<file path="config.mk">
export PLATFORM = sky130hd
export DESIGN_NAME = preload_sequencer
export DESIGN_NICKNAME = d
export VERILOG_FILES = /design/src/rtl/preload_sequencer_pkg.sv /design/src/rtl/preload_rd_stage.sv /design/src/rtl/preload_sequencer.sv
export SDC_FILE = /design/constraint.sdc
export NUM_CORES = 1
export LEC_CHECK = 0
export BUFFER_PORTS_ARGS = -buffer_cell sky130_fd_sc_hd__buf_2
export CORE_ASPECT_RATIO = 1.4
export CORE_MARGIN = 3
export CORE_UTILIZATION = 50
export CTS_BUF_LIST = sky130_fd_sc_hd__clkbuf_4 sky130_fd_sc_hd__clkbuf_8 sky130_fd_sc_hd__clkbuf_16
export CTS_CLUSTER_DIAMETER = 50
export DETAILED_ROUTE_END_ITERATION = 10
export MAX_ROUTING_LAYER = met4
export PLACE_DENSITY_LB_ADDON = 0.05
export SYNTH_ARGS = -nofsm -noshare
export SYNTH_HDL_FRONTEND = slang
export SYNTH_SLANG_ARGS = --single-unit
</file>
<file path="constraint.sdc">
create_clock -name clock -period 8.1 [get_ports clock]
set_clock_uncertainty 0.1 [all_clocks]
set_input_delay 1.62 -clock clock [delete_from_list [all_inputs] [get_ports clock]]
set_output_delay 1.62 -clock clock [all_outputs]
set_load 0.02 [all_outputs]
</file>
<file path="src/rtl/preload_sequencer_pkg.sv">
// preload_sequencer_pkg: shared lookup types used by the preload path
package preload_sequencer_pkg;
  typedef logic [31:0] node_t;
  typedef logic [15:0] ptr_t;
  typedef enum logic [2:0] {IDLE, CLA, PTR, NXT, FIN} PRELOAD_STATE_t;
endpackage

</file>
<file path="src/rtl/preload_rd_stage.sv">
// preload_rd_stage: aligns memory read enables and the change-engine flag with the returned data
module preload_rd_stage
  import preload_sequencer_pkg::*;
(
  input  logic  clock,
  input  logic  reset,
  input  logic  cla_rd_en,
  input  logic  ptr_rd_en,
  input  logic  chg_in,
  input  node_t cla_rd_data,
  input  ptr_t  ptr_rd_data,
  output node_t clause_out,
  output logic  load_clause_out,
  output ptr_t  ptr_out,
  output logic  load_ptr_out,
  output logic  load_change_engine_out
);
  always_ff @(posedge clock) begin
    if (reset) begin
      load_clause_out <= 1'b0;
      load_ptr_out <= 1'b0;
      load_change_engine_out <= 1'b0;
    end else begin
      load_clause_out <= cla_rd_en;
      load_ptr_out <= ptr_rd_en;
      load_change_engine_out <= chg_in;
    end
  end
  // memories are already synchronous, so data only needs masking to the valid cycle
  always_comb begin
    clause_out = load_clause_out ? cla_rd_data : '0;
    ptr_out = load_ptr_out ? ptr_rd_data : '0;
  end
endmodule

</file>
<file path="src/rtl/preload_sequencer.sv">
// preload_sequencer: walks all engines, reading clauses then pointers into the latency buffer load path
module preload_sequencer
  import preload_sequencer_pkg::*;
#(
  parameter int NUM_ENGINE = 4,
  parameter int LIT_IDX_MAX = 16,
  parameter int CLA_ADDR_W = 16,
  parameter int PTR_ADDR_W = $clog2(NUM_ENGINE * 2 * LIT_IDX_MAX)
) (
  input  logic                             clock,
  input  logic                             reset,
  input  logic                             start,
  input  logic                             pause,
  input  logic [NUM_ENGINE*CLA_ADDR_W-1:0] num_clauses,
  output logic                             cla_rd_en,
  output logic [CLA_ADDR_W-1:0]            cla_rd_addr,
  input  node_t                            cla_rd_data,
  output logic                             ptr_rd_en,
  output logic [PTR_ADDR_W-1:0]            ptr_rd_addr,
  input  ptr_t                             ptr_rd_data,
  output node_t                            clause_out,
  output logic                             load_clause_out,
  output ptr_t                             ptr_out,
  output logic                             load_ptr_out,
  output logic                             load_change_engine_out,
  output logic                             busy,
  output logic                             done
);
  localparam int ENG_W = $clog2(NUM_ENGINE);
  localparam int PTR_N = 2 * LIT_IDX_MAX;
  localparam int PI_W = PTR_N > 1 ? $clog2(PTR_N) : 1;
  PRELOAD_STATE_t state;
  logic [NUM_ENGINE*CLA_ADDR_W-1:0] counts;
  logic [ENG_W-1:0] eng;
  logic [CLA_ADDR_W-1:0] cla_addr, cla_idx, cur_count;
  logic [PI_W-1:0] ptr_idx;
  logic chg_pending, chg_in;
  // the change flag rides with the first clause read, or alone from the zero-count CLA cycle
  always_comb begin
    cur_count = counts[eng*CLA_ADDR_W +: CLA_ADDR_W];
    cla_rd_en = state == CLA && !pause && cla_idx < cur_count;
    cla_rd_addr = cla_addr;
    ptr_rd_en = state == PTR && !pause;
    ptr_rd_addr = PTR_ADDR_W'(eng) * PTR_ADDR_W'(PTR_N) + PTR_ADDR_W'(ptr_idx);
    chg_in = chg_pending && state == CLA && !pause;
  end
  always_ff @(posedge clock) begin
    if (reset) begin
      state <= IDLE;
      counts <= '0;
      eng <= '0;
      cla_addr <= '0;
      cla_idx <= '0;
      ptr_idx <= '0;
      chg_pending <= 1'b0;
      busy <= 1'b0;
      done <= 1'b0;
    end else begin
      done <= 1'b0;
      if (chg_in) chg_pending <= 1'b0;
      if (cla_rd_en) begin
        cla_addr <= cla_addr + CLA_ADDR_W'(1);
        cla_idx <= cla_idx + CLA_ADDR_W'(1);
      end
      if (ptr_rd_en) ptr_idx <= ptr_idx + PI_W'(1);
      case (state)
        IDLE: if (start && !done) begin
          counts <= num_clauses;
          eng <= '0;
          cla_addr <= '0;
          cla_idx <= '0;
          ptr_idx <= '0;
          busy <= 1'b1;
          state <= CLA;
        end
        CLA: if (!pause && cla_idx + CLA_ADDR_W'(1) >= cur_count) state <= PTR;
        PTR: if (ptr_rd_en && ptr_idx == PI_W'(PTR_N - 1))
          state <= eng == ENG_W'(NUM_ENGINE - 1) ? FIN : NXT;
        NXT: begin
          eng <= eng + ENG_W'(1);
          cla_idx <= '0;
          ptr_idx <= '0;
          chg_pending <= 1'b1;
          state <= CLA;
        end
        FIN: begin
          done <= 1'b1;
          busy <= 1'b0;
          state <= IDLE;
        end
        default: state <= IDLE;
      endcase
    end
  end
  preload_rd_stage u_rd_stage (
    .clock(clock),
    .reset(reset),
    .cla_rd_en(cla_rd_en),
    .ptr_rd_en(ptr_rd_en),
    .chg_in(chg_in),
    .cla_rd_data(cla_rd_data),
    .ptr_rd_data(ptr_rd_data),
    .clause_out(clause_out),
    .load_clause_out(load_clause_out),
    .ptr_out(ptr_out),
    .load_ptr_out(load_ptr_out),
    .load_change_engine_out(load_change_engine_out)
  );
endmodule
</file>
==> results.toml, run 1 <==
[worst_setup_path]
path_cells = "mux4_2, inv_1, ha_1, nand4_1, or3_1, a211oi_4, buf_4, nor3_1, buf_2"
critPathLaunchType = "flip-flop"
cp_slowest_cell = "dfxtp_1"
worstSetupPathType = "reg -> out"
crit_buf_inv = 3
max_stage_delay_ns = 0.88
crit_fanout = 38
critPathCaptureType = "output port"
cp_top_family = "flip-flops"
required_ns = 6.38
crit_arrival_ns = 3.40

[yosys]
synth.most_common_cell = "nand2_1"
ys_types = 43
ys_seq_elements = 112
synthFlopType = "dfxtp_1"
synth_top_area_share_pct = 35.7
seq_area_frac_synth_pct = 35.7
syn-num-nets = 919
synth_cells = 766
synthesis.area_um2 = 6280
yosys.area.top_type = "dfxtp_1"
synthArstFlopShare_pct = 0
synth_area_leaders = "dfxtp_1, nand2_1, ha_1, a21oi_1, mux4_2"
synth_edf_count = 0
ys_warn_count = 0
syn_avg_cell_area_um2 = 8.20
synth.top_cells.by_count = "nand2_1, dfxtp_1, a21oi_1"

[grt]
grt_pass1_vias = 5476
grt_use_total_pct = 23.0
overflow = 0
grt_max_degree = 92
antenna_found_initial = 0
grt_pass1_wl_um = 26200

[finish]
drive_gt1_share_pct = 26.0
area_growth_pct = 20.1
utilization_pct = 62.6
fin_area_um2 = 7540
diodes = 0
finalNetCount = 1076

[timing]
rsz0062_at_grt = "false"
finalCritPeriodShare_pct = 63.2
hold_viol = 0
drv_slew = 0
relSlewSlack_pct = 34.7
tightest_slew_ns = 0.976
max_freq_mhz = 195
min_period_ns = 5.12
tns_ns = 0
setup_viol_count_final = 0

[floorplanning]
chipWidth_um = 101
io_pins = 194
start_util_pct = 52.1
core_um2 = 12100
dieHeight_um = 139
die_area_um2 = 14000
rows = 47

[cts]
root_buffer = "clkbuf_16"
numCtsBuffers = 9
path_clk_slew_ns = 0.08
cts_resized = 0
cts_sinks = 112
insertion_delay_ns = 0.35
cts_tree = "done"
htreeDepth = 3
ctsLongestPathBuffers = 2
postCtsSetupRepairBufs = 0
ctsHoldBuffers = 0

[power_and_ir_drop]
p_leak_nw = 3.30
p_per_area_nw_per_um2 = 164
peakVddDrop_mv = 0.108

[status]
outcome = "finished clean"

[placement]
numPortBuffers = 193
gp_congestion = 0.898
postPlaceCellArea_um2 = 7270
dp_hpwl_um = 11600

[detailed_routing]
first_pass_iters = 5
drtIter0Drc = 257
postRouteAntennaNets = 0
drc = 0
wire_per_inst_um = 14.6
via_per_inst = 5.43
num_vias = 5830
drt-total-wl_um = 15700

[worst_hold_path]
min_path_type = "reg -> reg"

[flow_run]
cap_violations = 0
==> layer usage <==
layer  up-vias  wire [µm]  global-route usage [%]
li1       2941          -                       -
met1      2707       6770                    29.0
met2       163       7890                    37.6
met3        19        730                    3.98
met4         0        282                    6.53
met5         -          0                       -
==> layout by cell type, fill, tap and decap left out, types with 3 or more instances in the layout <==
| master | netlist | layout |
|---|---|---|
| and3_1 | 6 | 6 |
| dfxtp_1 | 112 | 112 |
| clkbuf_16 | 0 | 9 |
| and2_1 | 52 | 52 |
| nand3_1 | 13 | 13 |
| mux4_2 | 16 | 16 |
| or3_1 | 18 | 18 |
| nand2_1 | 179 | 179 |
| buf_4 | 0 | 8 |
| nor4_1 | 24 | 23 |
| inv_1 | 20 | 20 |
| mux2i_1 | 29 | 29 |
| o21ai_0 | 3 | 3 |
| buf_2 | 8 | 193 |
| nor2_1 | 23 | 23 |
| ha_1 | 37 | 37 |
| xor2_1 | 9 | 9 |
| nand4_1 | 10 | 10 |
| nor2b_1 | 4 | 4 |
| nor4b_1 | 9 | 9 |
| a21o_1 | 3 | 3 |
| xnor2_1 | 8 | 8 |
| a21oi_1 | 79 | 79 |
| nor3_1 | 7 | 6 |
| nand2b_1 | 17 | 17 |
| o31ai_1 | 6 | 6 |
| or4_1 | 4 | 3 |
==> cells by family (layout without fill, tap and decap cells) <==
| family | count (synthesis) | in the layout | share of synthesized area (%) |
|---|---|---|---|
| adders and majority gates | 37 | 37 | 7.37 |
| and+or+nand+nor | 375 | 375 | 29.7 |
| xor gates and xnor gates | 17 | 17 | 2.37 |
| muxes | 46 | 46 | 10.5 |
| buffers and inverters | 75 | 236 | 5.12 |
| DFF | 112 | 112 | 35.7 |
| AOI/OAI and AO/OA | 104 | 104 | 9.20 |
==> worst min-delay path: cells and delay by family, from the launching register on <==
family             cells  cell delay (ns)
DFF                    1             0.31
AOI/OAI and AO/OA      1             0.05
and+or+nand+nor        1             0.05
==> where the power goes <==
group          switching [W]  internal, W  total [W]
Sequential         0.0000202     0.000579   0.000599
Clock               0.000208     0.000209   0.000417
Combinational       0.000135    0.0000892   0.000224
Total               0.000363     0.000877    0.00124
==> stage by stage <==
stage / total power [W] / std cells / hold WS [ns] / setup WS [ns]
after floorplan: 0.000764 / 766 / 0.333 / 2.77
after global placement: 0.000828 / 1059 / 0.341 / 3.15
final: 0.00124 / 1074 / 0.353 / 2.98
after detailed placement: 0.000838 / 1059 / 0.343 / 3.17
after global routing: 0.00131 / 1074 / 0.382 / 2.75
after CTS: 0.00125 / 1074 / 0.353 / 2.94
==> layout make-up <==
type                       count  area [µm²]
fill                        1091        4510
inverter                      20        75.1
sequential                   112        2240
clock inverter                 6        43.8
clock buffer                   9         225
multi-input combinational    579        3750
tap                          147         184
timing repair buffer         201        1030
==> registers in the layout, indices dropped and copies added, names as in the netlist <==
signal	count
counts	64
state	3
chg_pending	1
busy	1
done	1
u_rd_stage.load_clause_out	1
eng	2
u_rd_stage.load_ptr_out	1
cla_rd_addr	16
cla_idx	16
u_rd_stage.load_change_engine_out	1
ptr_idx	5
==> final timing paths <==
kind | start | to | slack, ns | cells after the start
setup / recovery | eng[1] | cla_rd_en | 2.98 | 9
hold / removal | counts[47] | counts[47] | 0.35 | 2
setup reg to reg | cla_idx[0] | state[1] | 4.18 | 11
hold reg to reg | counts[47] | counts[47] | 0.35 | 2
Note: power is estimated with default switching activity, not from simulation.
==> run 2: changes to the inputs <==
--- a/config.mk
+++ b/config.mk
@@ -8,7 +8,7 @@
 export BUFFER_PORTS_ARGS = -buffer_cell sky130_fd_sc_hd__buf_2
 export CORE_ASPECT_RATIO = 1.4
 export CORE_MARGIN = 3
-export CORE_UTILIZATION = 50
+export CORE_UTILIZATION = 47
 export CTS_BUF_LIST = sky130_fd_sc_hd__clkbuf_4 sky130_fd_sc_hd__clkbuf_8 sky130_fd_sc_hd__clkbuf_16
 export CTS_CLUSTER_DIAMETER = 50
 export DETAILED_ROUTE_END_ITERATION = 10
==> constraint.sdc (replaced) <==
create_clock -name clock -period 4.56 [get_ports clock]
set_clock_uncertainty 0.1 [all_clocks]
set_input_delay 0.912 -clock clock [delete_from_list [all_inputs] [get_ports clock]]
set_output_delay 0.912 -clock clock [all_outputs]
set_load 0.02 [all_outputs]
==> run 2 against run 1 <==
First-iteration DRC count decreased by 11%. Critical path type unchanged. Worst hold slack improved by 0.0027 ns. Die area is 6.1% higher. Critical endpoint unchanged. Largest power group unchanged. Power up 88%. Routed wire length rose by 2.2%.
==> results.toml, run 2 (synthesized netlist as in run 1, its figures left out) <==
[timing]
drv_slew = 0
setup_viol_count_final = 0
tns_ns = 0
relSlewSlack_pct = 20.9
hold_viol = 0
whs_ns = 0.356
finalCritPeriodShare_pct = 91.0
min_period_ns = 4.15
max_freq_mhz = 241
rsz0062_at_grt = "false"
tightest_slew_ns = 1.19

[grt]
overflow = 0
antenna_found_initial = 0
grt_pass1_vias = 5628
grt_max_degree = 91
grt_pass1_wl_um = 26800
grt_use_total_pct = 22.1

[worst_setup_path]
crit_fanout = 8
worstSetupPathType = "reg -> out"
crit_arrival_ns = 3.14
critPathLaunchType = "flip-flop"
critPathCaptureType = "output port"
r2r_end = "state[1]"
rrSetupSlack_ns = 0.97
r2r-start = "cla_idx[0]"
required_ns = 3.55
r2r_cells = 12

[placement]
numPortBuffers = 193
dp_hpwl_um = 11900
gp_congestion = 0.951

[finish]
final_common_cell = "buf_2"
utilization_pct = 59.3
finalNetCount = 1079
area_growth_pct = 22.3
drive_gt1_share_pct = 26.5
largest-register = "counts"
final_cell_mix = "buf_2, nand2_1, dfxtp_1, a21oi_1, and2_1"
largest_reg_flops = 64
diodes = 0

[status]
outcome = "finished clean"

[floorplanning]
chipWidth_um = 104
dieHeight_um = 143
rows = 49
core_um2 = 12900
die_area_um2 = 14800
io_pins = 194
start_util_pct = 48.5

[power_and_ir_drop]
p_per_area_nw_per_um2 = 303
p_leak_nw = 3.35
peakVddDrop_mv = 0.259
power_w = 0.00233

[cts]
cts_sinks = 112
cts_tree = "done"
numCtsBuffers = 9
ctsLongestPathBuffers = 2
path_clk_slew_ns = 0.09
htreeDepth = 3
insertion_delay_ns = 0.36
ctsHoldBuffers = 0
root_buffer = "clkbuf_16"

[worst_hold_path]
min_path_type = "reg -> reg"
holdPathStages = 2
min_from = "counts[49]"
min_to = "counts[49]"

[detailed_routing]
num_vias = 5814
postRouteAntennaNets = 0
drtIter0Drc = 229
drc = 0
first_pass_iters = 5
drt-total-wl_um = 16000
via_per_inst = 5.24
wire_per_inst_um = 14.4

[flow_run]
cap_violations = 0
==> run 2: final cells by class <==
class                      count  area, µm²
inverter                      20       75.1
multi-input combinational    579       3750
timing repair buffer         204       1050
sequential                   112       2240
clock buffer                   9        225
fill                        1222       5260
clock inverter                 7        110
tap                          178        223
==> run 2: worst max path at each step <==
| stage | startpoint | to | slack, ns | cells after the start |
|---|---|---|---|---|
| after floorplan | eng[0] | cla_rd_en | 0.09 | 11 |
| after global placement | eng[0] | cla_rd_en | 0.63 | 9 |
| after detailed placement | eng[0] | cla_rd_en | 0.57 | 9 |
| after CTS | eng[0] | cla_rd_en | 0.19 | 9 |
| after global routing | eng[0] | cla_rd_en | 0.16 | 9 |
| final | eng[0] | cla_rd_en | 0.41 | 9 |
==> run 2: critical path, stage by stage (launching register included) <==
cell and delay (ns):
dfxtp_2 0.49, buf_4 0.24, mux4_2 0.50, inv_1 0.12, ha_1 0.24, and3_1 0.18, a221oi_1 0.39, o22ai_2 0.16
nor3_2 0.24, buf_2 0.21
==> run 2: per-stage QoR <==
stage	area [µm²]	instances	setup WS (ns)
6_report	7680	1109	0.411
5_1_grt	7680	1109	0.161
4_1_cts	7680	1109	0.188
3_5_place_dp	7340	1093	0.570
3_3_place_gp	7340	1093	0.630
2_1_floorplan	6280	766	0.0881
==> run 2: layer usage <==
| metal | vias to the layer above | part of all wire (%) | GRT usage [%] |
|---|---|---|---|
| met4 | 0 | 1.5 | 6.30 |
| met5 | - | 0 | - |
| met3 | 16 | 4.6 | 3.89 |
| met2 | 151 | 50 | 36.8 |
| li1 | 2960 | - | - |
| met1 | 2687 | 44 | 27.9 |
==> run 2: where the power goes <==
part           internal [W]  leakage (nW)  total [W]  switching, W
clock network      0.000451         0.162   0.000858      0.000408
registers           0.00103         0.913    0.00107     0.0000379
logic              0.000158          2.27   0.000403      0.000245
total               0.00164          3.35    0.00233      0.000691
==> run 2: timing repair <==
action | CTS | global route
setup endpoints to repair | 0 | 1
buffers inserted | 0 | 0
gates resized for setup | 0 | 1
==> run 3: changes to the inputs <==
--- a/config.mk
+++ b/config.mk
@@ -8,7 +8,7 @@
 export BUFFER_PORTS_ARGS = -buffer_cell sky130_fd_sc_hd__buf_2
 export CORE_ASPECT_RATIO = 1.4
 export CORE_MARGIN = 3
-export CORE_UTILIZATION = 47
+export CORE_UTILIZATION = 50
 export CTS_BUF_LIST = sky130_fd_sc_hd__clkbuf_4 sky130_fd_sc_hd__clkbuf_8 sky130_fd_sc_hd__clkbuf_16
 export CTS_CLUSTER_DIAMETER = 50
 export DETAILED_ROUTE_END_ITERATION = 10
==> constraint.sdc (replaced) <==
create_clock -name clock -period 4.87 [get_ports clock]
set_clock_uncertainty 0.1 [all_clocks]
set_input_delay 0.974 -clock clock [delete_from_list [all_inputs] [get_ports clock]]
set_output_delay 0.974 -clock clock [all_outputs]
set_load 0.02 [all_outputs]
==> run 3 against run 2 <==
Clock power shrank 6.3%. Cell count shrank 3.1%. Largest cell class unchanged. Combinational power shrank 7.7%. Global-route usage grew 1.1 points. Count of clock-buffer cells in the layout grew 1. Die area shrank 5.7%. Flip-flop and latch count is the same. Via count shrank 0.15%. First-iteration DRC count shrank 7.0%. Critical endpoint unchanged. Sequential share of layout area grew 0.29 points. Non-clock buffer count shrank 3.
==> results.toml, run 3 (synthesized netlist as in run 1, its figures left out) <==
[status]
outcome = "finished clean"

[cts]
path_clk_slew_ns = 0.07
ctsHoldBuffers = 0
insertion_delay_ns = 0.35
postCtsSetupRepairBufs = 0
htreeDepth = 3
root_buffer = "clkbuf_16"
cts_resized = 0
numCtsBuffers = 9
cts_tree = "done"
cts_sinks = 112
ctsLongestPathBuffers = 2

[detailed_routing]
postRouteAntennaNets = 0
num_vias = 5805
via_per_inst = 5.40
first_pass_iters = 5
drt-total-wl_um = 15800
wire_per_inst_um = 14.7
drtIter0Drc = 213
drc = 0

[timing]
setup_ws_ns = 0.351
max_freq_mhz = 221
relSlewSlack_pct = 20.5
tightest_slew_ns = 1.19
whs_ns = 0.355
setup_viol_count_final = 0
drv_slew = 0
tns_ns = 0
rsz0062_at_grt = "false"
hold_viol = 0
finalCritPeriodShare_pct = 92.8
min_period_ns = 4.52

[grt]
overflow = 0
grt_max_degree = 91
grt_pass1_vias = 5502
grt_pass1_wl_um = 26400
antenna_found_initial = 0
grt_use_total_pct = 23.2

[floorplanning]
chipWidth_um = 101
rows = 47
core_um2 = 12100
io_pins = 194
die_area_um2 = 14000
dieHeight_um = 139
start_util_pct = 52.1

[finish]
largest-register = "counts"
drive_gt1_share_pct = 26.1
area_growth_pct = 21.0
utilization_pct = 63.0
largest_reg_flops = 64
final.fill_count = 1089
final_cell_mix = "buf_2, nand2_1, dfxtp_1, a21oi_1, and2_1"
final_common_cell = "buf_2"
multi_input_area_um2 = 3750
seq_area_um2 = 2240
diodes = 0
finalNetCount = 1076

[worst_setup_path]
critPathCaptureType = "output port"
critPathLaunchType = "flip-flop"
required_ns = 3.80
worstSetupPathType = "reg -> out"
crit_arrival_ns = 3.45
crit_fanout = 11

[placement]
dp_hpwl_um = 11700
numPortBuffers = 193
pre_cts_slack_ns = 0.644
gp_congestion = 0.923

[worst_hold_path]
min_path_type = "reg -> reg"

[power_and_ir_drop]
p_leak_nw = 3.32
p_per_area_nw_per_um2 = 286
peakVddDrop_mv = 0.180

[flow_run]
cap_violations = 0
## run 3: cell count changes in the layout (fill, tap and decap cells not counted), sizes merged
cell	previous run	this run
buf	204	201
bufinv	1	2
clkbuf	9	10
clkinv	3	1
clkinvlp	0	1
inv	23	22
## run 3: power by group
| part | internal, W | leakage, nW | switching [W] | total, W |
|---|---|---|---|---|
| registers | 0.000962 | 0.912 | 0.0000370 | 0.000999 |
| logic | 0.000147 | 2.25 | 0.000224 | 0.000372 |
| clock network | 0.000460 | 0.157 | 0.000344 | 0.000804 |
## run 3: cell type report
class / count / share of cell area, %
multi-input cells: 579 / 49.3
repair buffers: 201 / 13.5
clock inverters: 6 / 1.19
inverters: 20 / 0.988
well taps: 147 / 2.42
flip-flops and latches: 112 / 29.5
clock buffers: 10 / 3.06
## run 3: path summary, 6_finish.rpt
kind         cells past startpoint        from         end  slack (ns)
min                              2  counts[26]  counts[26]        0.36
max reg2reg                     11  cla_idx[0]    state[0]        0.81
max                              9      eng[0]   cla_rd_en        0.35
min reg2reg                      2  counts[26]  counts[26]        0.36
## run 3: worst max-delay path, cell delays in order, from the launching register on
cell,delay [ns]
dfxtp_1,0.75
buf_4,0.32
mux4_2,0.51
inv_1,0.09
ha_1,0.23
and3_1,0.18
a221oi_1,0.34
o22ai_2,0.14
nor3_1,0.31
buf_2,0.23
## run 3: metrics by stage
stage,total power (W),area [µm²],cells
finish,0.00217,7600,1075
global route,0.00229,7600,1075
CTS,0.00219,7600,1075
detailed placement,0.00139,7270,1059
global placement,0.00138,7270,1059
floorplan,0.00127,6280,766
## run 3: per-layer routing
layer  GRT usage (%)  part of all wire, %
met2            37.3                   50
met4            8.37                  2.1
met3            3.02                  5.0
met1            29.7                   43
met5               -                    0
